--- config.mk ---
export PLATFORM = sky130hd
export DESIGN_NAME = uart_rx_fifo
export DESIGN_NICKNAME = d
export VERILOG_FILES = /design/src/rtl/uart_rx_fifo.sv
export SDC_FILE = /design/constraint.sdc
export NUM_CORES = 1
export LEC_CHECK = 0
export ABC_AREA = 1
export BUFFER_PORTS_ARGS = -buffer_cell sky130_fd_sc_hd__clkbuf_2
export CORE_UTILIZATION = 40
export DETAILED_ROUTE_END_ITERATION = 6
export GPL_TIMING_DRIVEN = 0
export PLACE_DENSITY_LB_ADDON = 0.25
export SYNTH_ARGS = -nofsm -noshare
export SYNTH_HDL_FRONTEND = slang
export SYNTH_SLANG_ARGS = --single-unit
--- constraint.sdc ---
create_clock -name clk -period 2.9 [get_ports clk]
set_clock_uncertainty 0.1 [all_clocks]
set_input_delay 0.435 -clock clk [delete_from_list [all_inputs] [get_ports clk]]
set_output_delay 0.435 -clock clk [all_outputs]
set_load 0.01 [all_outputs]
--- src/rtl/uart_rx_fifo.sv ---
// UART receiver with 3-sample majority voting and configurable frame format.
// Each received word carries parity/framing status into a show-ahead FIFO.
module uart_rx_fifo #(
  parameter int unsigned DATA_BITS       = 8,
  parameter int unsigned PARITY          = 0,
  parameter int unsigned STOP_BITS       = 1,
  parameter int unsigned CLOCKS_PER_BAUD = 868,
  parameter int unsigned FIFO_AW         = 2,
  parameter int unsigned TIMER_BITS      = 16
) (
  input  logic                 clk,
  input  logic                 i_reset,
  input  logic                 i_rx,
  output logic [DATA_BITS-1:0] o_data,
  output logic                 o_parity_err,
  output logic                 o_frame_err,
  output logic                 o_valid,
  input  logic                 i_ready,
  output logic [FIFO_AW:0]     o_level,
  output logic                 o_overrun,
  input  logic                 i_clr_overrun,
  output logic                 o_break,
  output logic                 o_busy
);

  localparam int unsigned Depth = 2 ** FIFO_AW;
  localparam int unsigned Half  = CLOCKS_PER_BAUD / 2;
  localparam int unsigned WordW = DATA_BITS + 2;

  localparam logic [TIMER_BITS-1:0] TimerMax = TIMER_BITS'(CLOCKS_PER_BAUD - 1);
  localparam logic [TIMER_BITS-1:0] TSampA   = TIMER_BITS'(Half + 1);
  localparam logic [TIMER_BITS-1:0] TSampB   = TIMER_BITS'(Half);
  localparam logic [TIMER_BITS-1:0] TSampC   = TIMER_BITS'(Half - 1);
  localparam logic [3:0]            LastData = 4'(DATA_BITS - 1);
  localparam logic [3:0]            LastStop = 4'(STOP_BITS - 1);
  localparam logic                  OddParity = (PARITY == 1);
  localparam logic [FIFO_AW:0]      LevelFull = (FIFO_AW + 1)'(Depth);

  typedef enum logic [2:0] {StIdle, StStart, StData, StParity, StStop} state_e;

  state_e                  state_q;
  logic [2:0]              sync_q;
  logic                    rx_prev_q;
  logic [TIMER_BITS-1:0]   timer_q;
  logic [1:0]              samp_q;
  logic [3:0]              cnt_q;
  logic [DATA_BITS-1:0]    shift_q;
  logic                    pbit_q;
  logic                    perr_q;
  logic                    stop0_q;
  logic                    ferr_q;
  logic                    break_q;

  logic                    rx_s;
  logic                    decide;
  logic                    bit_val;
  logic                    push;
  logic                    first_stop;
  logic                    is_break;
  logic [WordW-1:0]        word;

  assign rx_s    = sync_q[2];
  assign decide  = (state_q != StIdle) && (timer_q == TSampC);
  assign bit_val = (samp_q[0] & samp_q[1]) | (samp_q[0] & rx_s) | (samp_q[1] & rx_s);
  assign push    = decide && (state_q == StStop) && (cnt_q == LastStop);

  // With one stop bit the first stop decision is the one being made right now.
  assign first_stop = (cnt_q == 4'd0) ? bit_val : stop0_q;
  assign is_break   = (shift_q == '0) && !pbit_q && !first_stop;
  assign word       = {shift_q, perr_q, ferr_q | ~bit_val};

  always_ff @(posedge clk) begin
    if (i_reset) begin
      sync_q    <= '1;
      rx_prev_q <= 1'b1;
      state_q   <= StIdle;
      timer_q   <= '0;
      samp_q    <= '0;
      cnt_q     <= '0;
      shift_q   <= '0;
      pbit_q    <= 1'b0;
      perr_q    <= 1'b0;
      stop0_q   <= 1'b0;
      ferr_q    <= 1'b0;
      break_q   <= 1'b0;
    end else begin
      sync_q    <= {sync_q[1:0], i_rx};
      rx_prev_q <= rx_s;
      break_q   <= push && is_break;
      if (state_q == StIdle) begin
        if (rx_prev_q && !rx_s) begin
          state_q <= StStart;
          timer_q <= TimerMax;
        end
      end else begin
        timer_q <= (timer_q == '0) ? TimerMax : timer_q - 1'b1;
        if (timer_q == TSampA) samp_q[0] <= rx_s;
        if (timer_q == TSampB) samp_q[1] <= rx_s;
        if (decide) begin
          unique case (state_q)
            StStart: begin
              if (bit_val) begin
                state_q <= StIdle;
              end else begin
                state_q <= StData;
                cnt_q   <= '0;
                ferr_q  <= 1'b0;
              end
            end
            StData: begin
              shift_q <= {bit_val, shift_q[DATA_BITS-1:1]};
              if (cnt_q == LastData) begin
                cnt_q   <= '0;
                state_q <= (PARITY != 0) ? StParity : StStop;
              end else begin
                cnt_q <= cnt_q + 1'b1;
              end
            end
            StParity: begin
              pbit_q  <= bit_val;
              perr_q  <= (^shift_q) ^ bit_val ^ OddParity;
              state_q <= StStop;
            end
            StStop: begin
              if (cnt_q == 4'd0) stop0_q <= bit_val;
              ferr_q <= ferr_q | ~bit_val;
              if (cnt_q == LastStop) begin
                state_q <= StIdle;
                cnt_q   <= '0;
              end else begin
                cnt_q <= cnt_q + 1'b1;
              end
            end
            default: state_q <= StIdle;
          endcase
        end
      end
    end
  end

  assign o_break = break_q;
  assign o_busy  = (state_q != StIdle);

  // Show-ahead FIFO
  logic [WordW-1:0]   mem_q [Depth];
  logic [FIFO_AW-1:0] wr_ptr_q;
  logic [FIFO_AW-1:0] rd_ptr_q;
  logic [FIFO_AW:0]   level_q;
  logic               overrun_q;
  logic               full;
  logic               pop;
  logic               wr_en;
  logic               drop;

  assign full  = (level_q == LevelFull);
  assign pop   = (level_q != '0) && i_ready;
  assign wr_en = push && (!full || pop);
  assign drop  = push && full && !pop;

  always_ff @(posedge clk) begin
    if (i_reset) begin
      wr_ptr_q  <= '0;
      rd_ptr_q  <= '0;
      level_q   <= '0;
      overrun_q <= 1'b0;
    end else begin
      if (wr_en) wr_ptr_q <= wr_ptr_q + 1'b1;
      if (pop)   rd_ptr_q <= rd_ptr_q + 1'b1;
      level_q <= level_q + (FIFO_AW + 1)'(wr_en) - (FIFO_AW + 1)'(pop);
      if (drop) begin
        overrun_q <= 1'b1;
      end else if (i_clr_overrun) begin
        overrun_q <= 1'b0;
      end
    end
  end

  always_ff @(posedge clk) begin
    if (wr_en) mem_q[wr_ptr_q] <= word;
  end

  assign {o_data, o_parity_err, o_frame_err} = mem_q[rd_ptr_q];
  assign o_valid   = (level_q != '0);
  assign o_level   = level_q;
  assign o_overrun = overrun_q;

endmodule

==> results of run 1 <==
==> through the flow <==
stage	setup WS (ns)	TNS (ns)	instances	area, sq um
after global placement	0.1787	0	694	4715
final	0.1986	0	710	4918
after detailed placement	0.1166	0	694	4715
after floorplan	0.4565	0	533	4434
after CTS	0.08104	0	710	4895
after global routing	-0.00008749	-0.00008749	710	4918
==> metal layers <==
layer / vias up / share of wire [%] / global-route usage [%]
li1: 1801 / - / -
met1: 1532 / 48 / 20.78
met2: 43 / 47 / 29.95
met3: 16 / 2.6 / 3.632
met4: 0 / 1.7 / 6.164
met5: - / 0 / 0
==> report_power, final <==
part	total [mW]	switching [mW]	internal, mW
logic	1.52	1.01	0.503
clock network	0.811	0.487	0.324
registers	1.59	0.136	1.45
total	3.92	1.64	2.28
==> flip-flops by register name (all words and copies together) (netlist names), named ones only <==
signal / cells
mem_q: 40
rx_prev_q: 1
perr_q: 1
o_overrun: 1
samp_q: 2
sync_q: 3
state_q: 3
shift_q: 8
cnt_q: 4
pbit_q: 1
timer_q: 16
o_level: 3
rd_ptr_q: 2
ferr_q: 1
wr_ptr_q: 2
o_break: 1
==> worst paths after layout <==
check / start / to / cells after the start
worst min-delay path: i_rx / sync_q[0]$_SDFF_PP1_ / 2
worst max register to register: timer_q[9]$_SDFFE_PP0P_ / o_level[2]$_SDFF_PP0_ / 12
worst min register to register: sync_q[1]$_SDFF_PP1_ / sync_q[2]$_SDFF_PP1_ / 1
worst max-delay path: timer_q[9]$_SDFFE_PP0P_ / o_level[2]$_SDFF_PP0_ / 12
==> worst register-to-register path, delay by kind of cell (launching register included) <==
family,cells,cell delay (ns)
adders and majority gates,3,0.88
AOI/OAI and AO/OA,1,0.11
buffers and inverters,1,0.04
and+or+nand+nor,7,1.14
DFF,1,0.36
==> synthesized netlist by cell type <==
| library cell | instances | area (sq um) |
|---|---|---|
| nor2_1 | 74 | 277.8 |
| buf_2 | 1 | 5.000 |
| nand2_1 | 110 | 412.9 |
| edfxtp_1 | 40 | 1201 |
| nor3_1 | 3 | 15.01 |
| nor2_4 | 3 | 33.78 |
| nand3b_1 | 2 | 15.01 |
| nand3_1 | 25 | 125.1 |
| nand2_2 | 7 | 43.79 |
| fa_1 | 1 | 20.02 |
| clkbuf_1 | 8 | 30.03 |
| buf_4 | 1 | 7.510 |
| xor2_1 | 2 | 17.52 |
| o211ai_1 | 1 | 7.510 |
| o22ai_1 | 10 | 62.56 |
| o21ai_2 | 2 | 17.52 |
| a31oi_1 | 4 | 25.02 |
| buf_6 | 3 | 33.78 |
| a21oi_1 | 28 | 140.1 |
| nand2_4 | 2 | 22.52 |
| nor2_2 | 8 | 50.05 |
| dfxtp_1 | 51 | 1021 |
| a21oi_2 | 2 | 17.52 |
| o21ai_0 | 32 | 160.2 |
| nand3_2 | 3 | 30.03 |
| ha_1 | 17 | 212.7 |
| or2_2 | 7 | 43.79 |
| o21ai_1 | 3 | 15.01 |
| nand4_1 | 9 | 56.30 |
| inv_2 | 6 | 22.52 |
| inv_1 | 61 | 229.0 |
| nor2_8 | 1 | 20.02 |
| xnor2_1 | 4 | 35.03 |
| clkinv_1 | 2 | 7.510 |
==> repair_timing <==
action / CTS / global route
gates resized for setup: 0 / 8
setup endpoints to repair: 0 / 1
hold buffers: 0 / 0
==> layout make-up <==
| class | instances | area share (%) |
|---|---|---|
| sequential | 91 | 45.26 |
| multi-input combinational | 360 | 38.57 |
| inverter | 69 | 5.266 |
| tap | 140 | 3.561 |
| clock buffer | 9 | 2.518 |
| timing repair buffer | 21 | 2.137 |
| buffer | 13 | 1.552 |
| clock inverter | 7 | 1.145 |
==> cell families after synthesis <==
family / Yosys count / synth area share (%)
buffers and inverters: 82 / 7.562
XOR/XNOR: 6 / 1.185
AO/OA/AOI/OAI: 82 / 10.04
AND/OR/NAND/NOR: 254 / 25.85
adder cells (fa/ha/maj): 18 / 5.248
flip-flops: 91 / 50.11
==> reports/metrics.cfg, run 1 <==
[outcome]
status=finished, final reports clean

[sta]
slew_violations=0
tightest_slew_ns=0.9567
relSlewSlack_pct=35.98
finalSetupViolations=0
hold_slack_ns=0.1536
min_period_ns=2.701
clock.fmax_mhz=370.2
hold_viol_final=0
period_share_pct=93.15

[place]
hpwl_mm=6.501
routabilityCongestion=0.8629
io_buffers=21

[die]
die_w_um=107.3
ios=22
rows=38
die_h_um=107.3
initial_utilization_pct=40.90
dieArea_sq_mm=0.01151
core_sq_mm=0.01084

[cts]
clock-root-buffer=clkbuf_8
post_cts_buffers=0
cts-buffers-inserted=9
cts_max_path_buffers=2
cts_tree=yes
clock_sinks=91
clk_pin_slew_ns=0.10
clk_latency_ns=0.37
htree_levels=3

[global_route]
grt_pass1_wl_mm=15.27
grt_pass1_vias=3321
grt-ovfl-total=0
antenna_found_initial=0
grt_use_total_pct=17.16
grt_max_degree=18

[power_and_ir_drop]
p_per_area_mw_per_mm2=796.1
post-layout-total-power_mw=3.916
ir_drop_mv=0.5441
power.leakage_nw=1.951

[yosys]
synth_cell_types=34
postSynthAreaPerCell_sq_um=8.319
synth_warnings=0
netlist_instances=533
synth_area_sq_mm=0.004434
synth_nets=556
yosysSeqAreaShare_pct=50.11
synth-seq-cells=91

[worst_setup_path]
critPathTopFamily=simple AND/OR/NAND/NOR gates
critPathBufInv=1
r2r_slack_ns=0.20
critical_path.slowest_cell=fa_1
cp_slowest_stage_delay_ns=0.39
required_ns=3.11
arrival_ns=2.91
cp_cell_sequence=nor2_2 > nand2_1 > nor2_4 > nand3_2 > nor2_2 > nand3_2 > ha_1 > inv_1 > ha_1 > fa_1 > or2_2 > a21oi_1
critPathLaunchType=flop
path_class=reg2reg
critPathCaptureType=flop
critical_path.max_fanout=5

[drt]
first_pass_iters=4
drc=0
antenna_left=0
vias_per_cell=4.777
wire_per_inst_um=12.69
route.final.wire_length_mm=9.011
vias=3392
drtIter0Drc=141

[worst_hold_path]
hold_class=in2reg

[flow_run]
timing.max_cap.violations=0

[cells_and_area]
diodes=0
fin_util_pct=45.37
finalNetCount=588
layout_commonest_cell=nand2_1
regArea_sq_mm=0.002226
multiInputGateArea_sq_mm=0.001897
drive_above_1_share_pct=15.44
layout_common_cells=nand2_1 (110), nor2_1 (72), inv_1 (61), dfxtp_1 (48), edfxtp_1 (40)
area_delta_synth_final_pct=10.92
nFillCells=1065

No activity file was read; power rests on OpenSTA's default activity.
==> run 2: changes to the inputs <==
- CORE_MARGIN: default -> 5
==> run 2 against run 1 <==
Compared with the run above: wire length increased by 4.7%; largest power group unchanged; critical endpoint unchanged; final area increased by 0.48%; clock-buffer cell count unchanged; register-to-register slack got worse by 0.03 ns; combinational power about the same.
==> reports/metrics.cfg, run 2 (synthesis gave the netlist of run 1 again) <==
[cells_and_area]
finalInstanceArea_sq_mm=0.004942
nFillCells=1063
reg_top3=mem_q (40), timer_q (16), shift_q (8)
area_delta_synth_final_pct=11.46
finalNetCount=588
diodes=0
regMostFlops=mem_q
layout_common_cells=nand2_1 (110), nor2_1 (73), inv_1 (61), dfxtp_1 (50), edfxtp_1 (40)
largest_register_ffs=40
layout_commonest_cell=nand2_1
drive_above_1_share_pct=14.74

[worst_setup_path]
critPathLaunchType=flop
arrival_ns=2.93
critical_path.max_fanout=6
r2r_start=timer_q[4]$_SDFFE_PP0P_
required_ns=3.09
r2r_slack_ns=0.16
reg2reg_depth=13
rr_endpoint=o_level[2]$_SDFF_PP0_
path_class=reg2reg
critPathCaptureType=flop

[sta]
finalSetupViolations=0
fin_tns_setup_ns=0
period_share_pct=94.32
slew_violations=0
hold_slack_ns=0.1551
tightest_slew_ns=0.9863
min_period_ns=2.735
clock.fmax_mhz=365.6
relSlewSlack_pct=34.00
rsz0062_at_grt=no
hold_viol_final=0

[cts]
clock-root-buffer=clkbuf_8
post_cts_buffers=0
cts_max_path_buffers=2
cts_tree=yes
htree_levels=3
clk_pin_slew_ns=0.09
clk_latency_ns=0.36
cts-buffers-inserted=9
clock_sinks=91
hold_buffers=0

[power_and_ir_drop]
ir_drop_mv=0.4443
p_per_area_mw_per_mm2=821.8
power.leakage_nw=1.971

[global_route]
antenna_found_initial=0
grt_pass1_wl_mm=16.23
grt-ovfl-total=0
grt_use_total_pct=15.35
grt_pass1_vias=3374
grt_max_degree=17

[drt]
drc=0
route.final.wire_length_mm=9.433
first_pass_iters=4
antenna_left=0
drtIter0Drc=182
wire_per_inst_um=13.29
vias_per_cell=4.885
vias=3468

[place]
io_buffers=21
postPlaceCellArea_sq_mm=0.004715
hpwl_mm=6.792
routabilityCongestion=0.8462

[die]
initial_utilization_pct=40.90
core_sq_mm=0.01084
dieArea_sq_mm=0.01329
rows=38
die_w_um=115.3
ios=22
die_h_um=115.3

[worst_hold_path]
holdCritStartpoint=i_rx
worstHoldEndpoint=sync_q[0]$_SDFF_PP1_
hold_class=in2reg
hold_path_depth=2

[flow_run]
timing.max_cap.violations=0

[outcome]
status=finished, final reports clean

run 2: cell count changes in the layout (fill, tap and decap cells not counted), sizes merged:
cell,before,now
clkinv,3,4
clkinvlp,2,1
bufinv,0,2
inv,71,69
run 2: worst max-delay path by stage:
stage	startpoint	slack (ns)	cells past startpoint	end
after floorplan	timer_q[4]$_SDFFE_PP0P_	0.46	13	o_level[2]$_SDFF_PP0_
after detailed placement	timer_q[2]$_SDFFE_PP0P_	0.13	12	o_level[2]$_SDFF_PP0_
final	timer_q[4]$_SDFFE_PP0P_	0.16	13	o_level[2]$_SDFF_PP0_
after global routing	timer_q[7]$_SDFFE_PP0P_	0.003	13	o_level[2]$_SDFF_PP0_
after CTS	timer_q[8]$_SDFFE_PP0P_	0.10	13	o_level[2]$_SDFF_PP0_
after global placement	timer_q[2]$_SDFFE_PP0P_	0.17	12	o_level[2]$_SDFF_PP0_
run 2: area by class of cell:
type | count | area (sq um) | share of cell area (%)
buffer | 13 | 76.32 | 1.544
clock buffer | 9 | 123.9 | 2.506
clock inverter | 7 | 100.1 | 2.025
inverter | 69 | 259.0 | 5.240
multi-input combinational | 360 | 1879 | 38.03
sequential | 91 | 2223 | 44.99
tap | 140 | 175.2 | 3.544
timing repair buffer | 21 | 105.1 | 2.127
run 2: critical path, stage by stage, from the launching register on:
cell and delay, ns:
dfxtp_1 0.46, nand2_2 0.09, inv_1 0.07, nand2_1 0.06
nor2_2 0.14, nand3_1 0.14, nor2_2 0.15, nand3_2 0.13
ha_1 0.30, inv_1 0.04, ha_1 0.18, fa_1 0.38
or2_2 0.31, a21oi_1 0.11
run 2: per-stage QoR:
step	utilization (%)	cells	power, mW	worst slack, ns
after floorplan	-	533	2.719	0.4565
after global placement	43.49	694	3.077	0.1733
after detailed placement	43.49	694	3.115	0.1273
after CTS	45.56	710	4.082	0.1017
after global routing	45.59	710	4.391	0.003171
final	45.59	710	4.061	0.1648
run 2: power breakdown:
group          switching [mW]  leakage (nW)  internal [mW]
combinational            1.01          1.18          0.494
clock                   0.475         0.109          0.493
sequential              0.139         0.686           1.45
total                    1.62          1.97           2.44
run 2: timing repair:
item,CTS,global route
resized for setup,0,2
endpoints found under the setup margin,0,1
hold endpoints to repair,0,0
run 2: layer usage:
layer	GRT usage, %	share of wire, %
met1	19.02	45
met2	27.01	49
met3	2.789	3.6
met4	4.930	1.4
met5	0	0
